## src/rtl/lc3b_types.sv

```systemverilog
// Shared LC-3b types: opcode encoding, MEM-stage FSM states and byte-lane helpers.
package lc3b_types;

    typedef enum logic [3:0] {
        OpBr   = 4'b0000,
        OpAdd  = 4'b0001,
        OpLdb  = 4'b0010,
        OpStb  = 4'b0011,
        OpJsr  = 4'b0100,
        OpAnd  = 4'b0101,
        OpLdr  = 4'b0110,
        OpStr  = 4'b0111,
        OpRti  = 4'b1000,
        OpNot  = 4'b1001,
        OpLdi  = 4'b1010,
        OpSti  = 4'b1011,
        OpJmp  = 4'b1100,
        OpShf  = 4'b1101,
        OpLea  = 4'b1110,
        OpTrap = 4'b1111
    } lc3b_opcode;

    typedef enum logic [1:0] {
        StIdle = 2'b00,
        StPtr  = 2'b01,
        StData = 2'b10
    } mem_state_t;

    localparam int unsigned BYTE_W = 8;

    // Lane-index width, kept at least 1 so a single-lane bus still has a legal slice.
    function automatic int unsigned lane_bits(input int unsigned lanes);
        return (lanes > 1) ? $clog2(lanes) : 1;
    endfunction

    function automatic logic is_plain_op(input lc3b_opcode op);
        return (op == OpLdr) || (op == OpLdb) || (op == OpStr) || (op == OpStb) || (op == OpTrap);
    endfunction

    function automatic logic is_ind_op(input lc3b_opcode op);
        return (op == OpLdi) || (op == OpSti);
    endfunction

    function automatic logic is_store_op(input lc3b_opcode op);
        return (op == OpStr) || (op == OpStb) || (op == OpSti);
    endfunction

endpackage

```

## src/rtl/mem_lane_steer.sv

```systemverilog
// Byte-lane steering for the data bus: lane enables and byte-store data replication.
module mem_lane_steer
    import lc3b_types::*;
#(
    parameter int unsigned DATA_W    = 16,
    parameter int unsigned LANE_BITS = 1
) (
    input  logic                     byte_mode,
    input  logic [LANE_BITS-1:0]     lane_addr,
    input  logic [DATA_W-1:0]        store_data,
    output logic [DATA_W/BYTE_W-1:0] sel,
    output logic [DATA_W-1:0]        wdata
);

    localparam int unsigned LANES = DATA_W / BYTE_W;

    always_comb begin
        sel   = '1;
        wdata = store_data;
        if (byte_mode) begin
            sel            = '0;
            sel[lane_addr] = 1'b1;
            wdata          = {LANES{store_data[BYTE_W-1:0]}};
        end
    end

endmodule

```

## src/rtl/mem_access_ctrl.sv

```systemverilog
// LC-3b MEM-stage bus controller: plain and indirect (LDI/STI) accesses with pipeline stall.
// Optional per-request wait timeout is enabled by defining MEM_TIMEOUT_EN.
module mem_access_ctrl
    import lc3b_types::*;
#(
    parameter int unsigned DATA_W      = 16,
    parameter int unsigned ADDR_W      = 16,
    parameter int unsigned TIMEOUT_CYC = 64
) (
    input  logic                     clk,
    input  logic                     rst_n,
    input  logic                     load_ex_mem,
    input  lc3b_opcode               opcode,
    input  logic [ADDR_W-1:0]        alu_out,
    input  logic [DATA_W-1:0]        dest_out,
    input  logic                     dmem_resp,
    input  logic [DATA_W-1:0]        dmem_rdata,
    output logic                     dmem_cyc,
    output logic                     dmem_stb,
    output logic                     dmem_we,
    output logic [DATA_W/BYTE_W-1:0] dmem_sel,
    output logic [ADDR_W-1:0]        dmem_addr,
    output logic [DATA_W-1:0]        dmem_wdata,
    output logic                     mem_stall,
    output logic [DATA_W-1:0]        mem_rdata,
    output logic                     mem_err
);

    localparam int unsigned LANES     = DATA_W / BYTE_W;
    localparam int unsigned LANE_BITS = lane_bits(LANES);

    mem_state_t        state_q;
    lc3b_opcode        op_q;
    logic [ADDR_W-1:0] addr_q;
    logic [ADDR_W-1:0] ptr_q;

    logic       idle;
    logic       start_plain;
    logic       start_ind;
    logic       start;
    logic       data_phase;
    logic       final_resp;
    logic       byte_mode;
    logic       tmo_hit;
    lc3b_opcode cur_op;

    // rst_n gates the IDLE launch so the bus is quiet for the whole reset window.
    assign idle        = (state_q == StIdle);
    assign start_plain = idle && rst_n && load_ex_mem && is_plain_op(opcode);
    assign start_ind   = idle && rst_n && load_ex_mem && is_ind_op(opcode);
    assign start       = start_plain || start_ind;
    assign cur_op      = idle ? opcode : op_q;
    assign data_phase  = start_plain || (state_q == StData);
    assign final_resp  = (state_q == StData) && dmem_resp;
    assign byte_mode   = data_phase && (cur_op == OpStb);

    assign dmem_cyc  = !idle || start;
    assign dmem_stb  = dmem_cyc;
    assign dmem_we   = data_phase && is_store_op(cur_op);
    assign mem_stall = dmem_cyc && !final_resp;

    always_comb begin
        dmem_addr = alu_out;
        unique case (state_q)
            StPtr:   dmem_addr = addr_q;
            StData:  dmem_addr = is_ind_op(op_q) ? ptr_q : addr_q;
            default: dmem_addr = alu_out;
        endcase
    end

    mem_lane_steer #(
        .DATA_W    (DATA_W),
        .LANE_BITS (LANE_BITS)
    ) u_lane_steer (
        .byte_mode  (byte_mode),
        .lane_addr  (dmem_addr[LANE_BITS-1:0]),
        .store_data (dest_out),
        .sel        (dmem_sel),
        .wdata      (dmem_wdata)
    );

    always_ff @(posedge clk or negedge rst_n) begin
        if (!rst_n) begin
            state_q   <= StIdle;
            op_q      <= OpBr;
            addr_q    <= '0;
            ptr_q     <= '0;
            mem_rdata <= '0;
        end else begin
            unique case (state_q)
                StIdle: begin
                    if (start) begin
                        op_q    <= opcode;
                        addr_q  <= alu_out;
                        state_q <= start_ind ? StPtr : StData;
                    end
                end
                StPtr: begin
                    if (tmo_hit) begin
                        state_q <= StIdle;
                    end else if (dmem_resp) begin
                        ptr_q   <= ADDR_W'(dmem_rdata);
                        state_q <= StData;
                    end
                end
                StData: begin
                    if (tmo_hit) begin
                        state_q <= StIdle;
                    end else if (dmem_resp) begin
                        if (!is_store_op(op_q)) begin
                            mem_rdata <= dmem_rdata;
                        end
                        state_q <= StIdle;
                    end
                end
                default: state_q <= StIdle;
            endcase
        end
    end

`ifdef MEM_TIMEOUT_EN
    localparam int unsigned TMO_W = $clog2(TIMEOUT_CYC + 1);

    logic [TMO_W-1:0] tmo_q;

    // Fires on the last allowed wait cycle; the abort and error pulse land on the next edge.
    assign tmo_hit = !idle && !dmem_resp && (tmo_q == TMO_W'(TIMEOUT_CYC - 1));

    always_ff @(posedge clk or negedge rst_n) begin
        if (!rst_n) begin
            tmo_q   <= '0;
            mem_err <= 1'b0;
        end else begin
            mem_err <= tmo_hit;
            if (idle || dmem_resp || tmo_hit) begin
                tmo_q <= '0;
            end else begin
                tmo_q <= tmo_q + TMO_W'(1);
            end
        end
    end
`else
    assign tmo_hit = 1'b0;
    assign mem_err = 1'b0;
`endif

endmodule

```

## config.mk

```make
export PLATFORM = sky130hd
export DESIGN_NAME = mem_access_ctrl
export DESIGN_NICKNAME = d
export VERILOG_FILES = /design/src/rtl/lc3b_types.sv /design/src/rtl/mem_lane_steer.sv /design/src/rtl/mem_access_ctrl.sv
export SDC_FILE = /design/constraint.sdc
export NUM_CORES = 1
export LEC_CHECK = 0
export CORE_MARGIN = 2
export CORE_UTILIZATION = 47
export CTS_CLUSTER_DIAMETER = 120
export DETAILED_ROUTE_END_ITERATION = 16
export PLACE_DENSITY = 0.85
export SETUP_SLACK_MARGIN = 0.3
export SLEW_MARGIN = 20
export SYNTH_ARGS = -nofsm -noshare
export SYNTH_HDL_FRONTEND = slang
export SYNTH_SLANG_ARGS = --single-unit
```

## constraint.sdc

```tcl
create_clock -name clk -period 4.1 [get_ports clk]
set_clock_uncertainty 0.2 [all_clocks]
set_input_delay 0.615 -clock clk [delete_from_list [all_inputs] [get_ports clk]]
set_output_delay 0.615 -clock clk [all_outputs]
set_load 0.02 [all_outputs]
```

Word level (Yosys, flattened, before mapping)
Cells that the tools add are included.
- output and inout port bits: 55
- word-level logic and storage cells: 68
- input port bits: 56
- register bits after elaboration: 54
- bitwise gates (word level): 1
- order comparisons: 2
- reduce and logical (&&, ||, !) cells: 29
- multiplexer cells: 12
- eq/ne operators: 19
- operators by type and width (cell ; count):
    two-way mux 16 bit ; 2
    case mux 16 bit (2 select lines) ; 1
    == test 4 bit (second input constant) ; 6
    == test 4 x 2 -> 1 bit (second input constant) ; 4
    == test 4 x 3 -> 1 bit (second input constant) ; 4
    logical OR 1 bit ; 13
    two-way mux 2 bit ; 5
    logical AND 1 bit ; 9
    case mux 2 bit (3 select lines) ; 1
    AND reduction 3 bit ; 2
    two-way mux 4 bit ; 1
    inequality test 2 bit (second input constant) ; 2
    AND reduction 2 bit ; 2
    == test 2 x 1 -> 1 bit (second input constant) ; 1
    == test 2 bit (second input constant) ; 1
    logical NOT 1 bit ; 2
    logical NOT 2 bit ; 1
    < comparator 1 x 2 -> 1 bit (second input constant) ; 1
    inequality test 2 x 1 -> 1 bit (second input constant) ; 1
    demux 1 bit (select 1 bit) ; 1
    greater-or-equal comparator 1 bit (second input constant) ; 1
    two-way mux 1 bit ; 1
    NOT 1 bit ; 1

Logic depth before layout (Yosys ltp)
- depth after elaboration: 9
- gate-level depth with buffers: 7
- mapped depth without buffers: 6

Cells and area by module
Synthesis repeated with hierarchy kept, for this count alone.
- cells, all modules: 221
- area total of the unflattened synthesis: 2859.0 um^2
- modules (own cells, without submodules) (module ; area an instance (um^2) ; cells each ; seq. area each (um^2) ; times used):
    mem_access_ctrl ; 2657.5 ; 202 ; 1351.3 ; 1
    mem_lane_steer ; 201.4 ; 19 ; 0.0 ; 1

Worst setup path after synthesis
OpenSTA, ideal clock, no wires.
- kind: register -> output
- start: register state_q[0]
- end: output port dmem_wdata[10]
- data arrival time: 1.902 ns
- cell stages (with the launch flop): 6
- buffers on the path: 0
- setup slack: 1.383 ns
- data required time: 3.285 ns
- path through: dfrtp_1 > inv_1 > ha_1 > or4_4 > a21oi_4 > mux2_2
- word-level cells in the longest chain between the ends: 7
- elaborated cells between the ends (all ways): 10
- those cells by class: eq/ne (2); mux (2); reduce/logical (6)
- ends and longest elaborated chain (what ; line ; source):
    start, declared ; mem_access_ctrl.sv:32 ; mem_state_t state_q;
    start signal, assigned ; mem_access_ctrl.sv:84 ; state_q <= StIdle;
    start signal, assigned ; mem_access_ctrl.sv:95 ; state_q <= start_ind ? StPtr : StData;
    start signal, assigned ; mem_access_ctrl.sv:100 ; state_q <= StIdle;
    parallel branches: the longest is 5 deep, another holds two-way mux 4 bit ; -- ;
    logical AND 1 bit (*) ; mem_access_ctrl.sv:55 ; assign byte_mode = data_phase && (cur_op == OpStb);
    two-way mux 16 bit (*) ; mem_lane_steer.sv:20 ; if (byte_mode) begin
    end, declared ; mem_access_ctrl.sv:23 ; output logic [DATA_W-1:0] dmem_wdata,
Every way passes the cells marked *.

Worst setup path after layout
- start: input port opcode[1]
- end: output port dmem_wdata[11]
- word-level cells in the longest chain between the ends: 9
- elaborated cells between the ends (all ways): 15
- those cells by class: eq/ne (6); mux (2); reduce/logical (7)
- ends and longest elaborated chain (what ; line ; source):
    start, declared ; mem_access_ctrl.sv:13 ; input lc3b_opcode opcode,
    == test 4 x 3 -> 1 bit / == test 4 x 2 -> 1 bit (equally long branches) ; lc3b_types.sv:37 ; return (op == OpLdr) || (op == OpLdb) || (op == OpStr) || (op == OpStb) || (op == OpTrap);
    logical OR 1 bit (4 in series) ; lc3b_types.sv:37 ;
    logical AND 1 bit ; mem_access_ctrl.sv:49 ; assign start_plain = idle && rst_n && load_ex_mem && is_plain_op(opcode);
    logical OR 1 bit ; mem_access_ctrl.sv:53 ; assign data_phase = start_plain || (state_q == StData);
    logical AND 1 bit (*) ; mem_access_ctrl.sv:55 ;
    two-way mux 16 bit (*) ; mem_lane_steer.sv:20 ;
Mark *: on every way between the ends. The rest lies on a longest branch, timed or not.

==> impl_metrics.csv <==
group,metric,value,unit
status,outcome,"finished clean",
critical_path,cp.buffers_inverters,2,
yosys,syn-num-nets,300,
cts,clock-sinks,54,
critical_path,r2r_cells,4,
critical_path,crit_cells,6,
critical_path,slowest_stage,"clkdlybuf4s50_1",
cts,h-tree-depth,2,
yosys,yosysUniqueCellTypes,29,
final_layout,fillers,451,
routing,drt_iter0_markers,119,
final_layout,nets,397,
place,globalplace.congestion,0.815,
die,num_rows,28,
die,design.core.area,5890,um^2
sta,fmax,276,MHz
yosys,synth-edff-count,0,
routing,ant_nets,0,
final_layout,stdcell_count,414,
worst_hold_path,min_from,"op_q[0]$_DFFE_PN0P_",
cts,path_clk_slew,100,ps
place,place.detailed.hpwl,5140,um
critical_path,crit_type,"input port to output pin",
die,start_util,48.2,%
final_layout,final_core_util,68.2,%
cts,postCtsHoldBufs,0,
sta,finalMaxSlewViolations,0,
yosys,yosysSeqAreaShare,47.7,%
yosys,synthCells,241,
critical_path,crit_path_frequent_cell,"clkdlybuf4s50_1",
cts,cts_buffer_depth,2,
yosys,synthTopCellsByArea,"dfrtp_1 (48%), mux2_2 (29%), a22oi_1 (4.0%)",
place,placed_area,3920,um^2
job,max-cap-violations,0,
cts,cts_resized,0,
routing,wl_per_cell,17.2,um
power,p_per_area,725,nW/um^2
yosys,synth_area,2840,um^2
die,die_h,81.7,um
yosys,ys_ff_latch,54,
cts,numCtsBuffers,5,
critical_path,cpPeakStageDelay,530,ps
die,die_width,81.7,um
cts,insertion_delay,300,ps
critical_path,path_delay_family,"buffers and inverters",
die,die_area,6670,um^2
critical_path,crit_chain,"clkdlybuf4s50_1, and4_1, a21oi_1, a21oi_4, mux2_2, clkdlybuf4s50_1",
global_route,grt_max_degree,55,
yosys,synthArstFlopShare,100,%
yosys,synth_compound_area_share,9.75,%
routing,vias,2226,
final_layout,syn2layout_area_growth,41.5,%
critical_path,worstReg2RegEnd,"ptr_q[9]$_DFFE_PN0P_",
critical_path,arrival,2810,ps
cts,post_cts_buffers,0,
yosys,synth_top_area_share,47.7,%
yosys,ys.flop_type,"dfrtp_1",
cts,cts_root_buf,"clkbuf_8",
sta,fin_setup_tns,0,ps
critical_path,worst-r2r-setup-slack,1400,ps
power,peakVddDrop,0.407,mV
yosys,synthAdderAreaFrac,1.32,%
critical_path,startpoint_type,"input port",
critical_path,timing.rr.start,"state_q[1]$_DFFE_PN0P_",
routing,drc_errors,0,
critical_path,required,3280,ps
yosys,synth_xor_area_share,0,%
sta,finalCritPeriodShare,88.3,%
critical_path,critPathCaptureType,"output pin",
critical_path,startpoint,"opcode[1]",
critical_path,crit_path_end,"dmem_wdata[11]",
sta,hold_violations,0,
global_route,grt_pass1_vias,2184,
sta,max_slew_margin,31.5,%
critical_path,crit_path_max_fanout,9,
global_route,antenna_found_initial,0,
place,place_inst,406,
final_layout,design_area,4010,um^2
final_layout,drive_gt1_share,27.1,%
sta,tightest_slew,1030,ps
global_route,grt_util_all_layers,21.4,%
routing,drtPass1Iterations,4,
routing,detail_route.vias_per_cell,5.38,
global_route,grt-ovfl-total,0,
global_route,grt_pass1_wl,10800,um
power,finalPower,2910,uW
worst_hold_path,hold_path_class,"flip-flop to flip-flop",
routing,wirelength,7120,um
place,port_buffers,109,
yosys,synth_top_family_by_area,"multiplexers",
sta,fin_crit,3620,ps
yosys,yosys_warnings,0,
cts,cts_tree,"yes",
final_layout,antenna_cells,0,
die,io_pins,111,
sta,grt_setup_unrepaired,"false",
yosys,yosysTopAreaCell,"dfrtp_1",
worst_hold_path,min_path_cells,2,
yosys,synthSimpleGateAreaFrac,6.49,%
yosys,synthMuxAreaShare,29.3,%
sta,setup_viol,0,
power,p_leak,0.00167,uW
yosys,syn_area_per_cell,11.8,um^2
==> area by class of cell <==
cell class | instances | area [um^2] | area share, %
clock inverter | 3 | 21.3 | 0.530
tap | 75 | 93.8 | 2.34
inverter | 3 | 11.3 | 0.281
multi-input combinational | 160 | 1340 | 33.4
clock buffer | 5 | 68.8 | 1.72
sequential | 54 | 1350 | 33.7
timing repair buffer | 114 | 1120 | 28.0
==> cell usage after synthesis (3+ instances only) <==
master and count:
a21oi_1 19, a22oi_1 15, mux2_2 72, nor2_1 19
buf_2 7, clkbuf_1 5, buf_4 11, nand2_1 11
dfrtp_1 54, inv_1 3, ha_1 3
==> layer usage <==
metal	vias to the layer above	GRT usage [%]	routed length, um
met2	103	36.4	3400
met4	0	4.00	57
met3	6	5.16	658
met1	1067	28.1	3000
li1	1050	-	-
met5	-	0	0
==> where the power goes <==
part	internal [uW]	leakage [uW]	switching, uW
Combinational	875	0.000966	795
Clock	120	0.0000441	179
Sequential	790	0.000662	148
==> through the flow <==
stage / hold slack (ps) / setup slack, ps
floorplan: 119 / 1380
global placement: 261 / 575
detailed placement: 266 / 482
CTS: 289 / 408
global route: 306 / 336
finish: 289 / 480
==> state kept, by name (all words and copies together) (netlist names) <==
signal,count
ptr_q,16
addr_q,16
mem_rdata,16
state_q,2
op_q,4
==> worst min path at each step <==
| stage | endpoint | slack [ps] |
|---|---|---|
| detailed placement | op_q[0]$_DFFE_PN0P_ | 270 |
| finish | op_q[0]$_DFFE_PN0P_ | 290 |
| global placement | op_q[0]$_DFFE_PN0P_ | 260 |
| CTS | op_q[0]$_DFFE_PN0P_ | 290 |
| floorplan | addr_q[0]$_DFFE_PN0P_ | 120 |
| global route | op_q[0]$_DFFE_PN0P_ | 310 |
==> worst register-to-register path: stages (launching register included) <==
cell	delay, ps
dfrtp_1	390
inv_1	110
ha_1	710
nand2_1	700
mux2_2	490
==> cells in the final DEF, fill, tap and decap left out, drive strengths merged <==
master         count
a211o              1
a211oi             1
a21bo              1
a21o               1
a21oi             20
a22oi             15
and2               1
and4               1
buf                6
clkbuf             5
clkdlybuf4s50    108
clkinv             2
clkinvlp           1
conb               1
dfrtp             54
ha                 3
inv                3
mux2              72
mux2i              2
nand2             11
nand2b             2
nand3              1
nand3b             2
nand4              2
nor2              19
o21ai              2
o221ai             1
or4                1
==> kinds of logic after synthesis <==
logic type               count (synthesis)
AO/OA/AOI/OAI                           42
adder cells (fa/ha/maj)                  3
buffers and inverters                   27
flip-flops                              54
multiplexers                            74
other                                    1
AND/OR/NAND/NOR                         40
(Power assumes the default switching activity.)
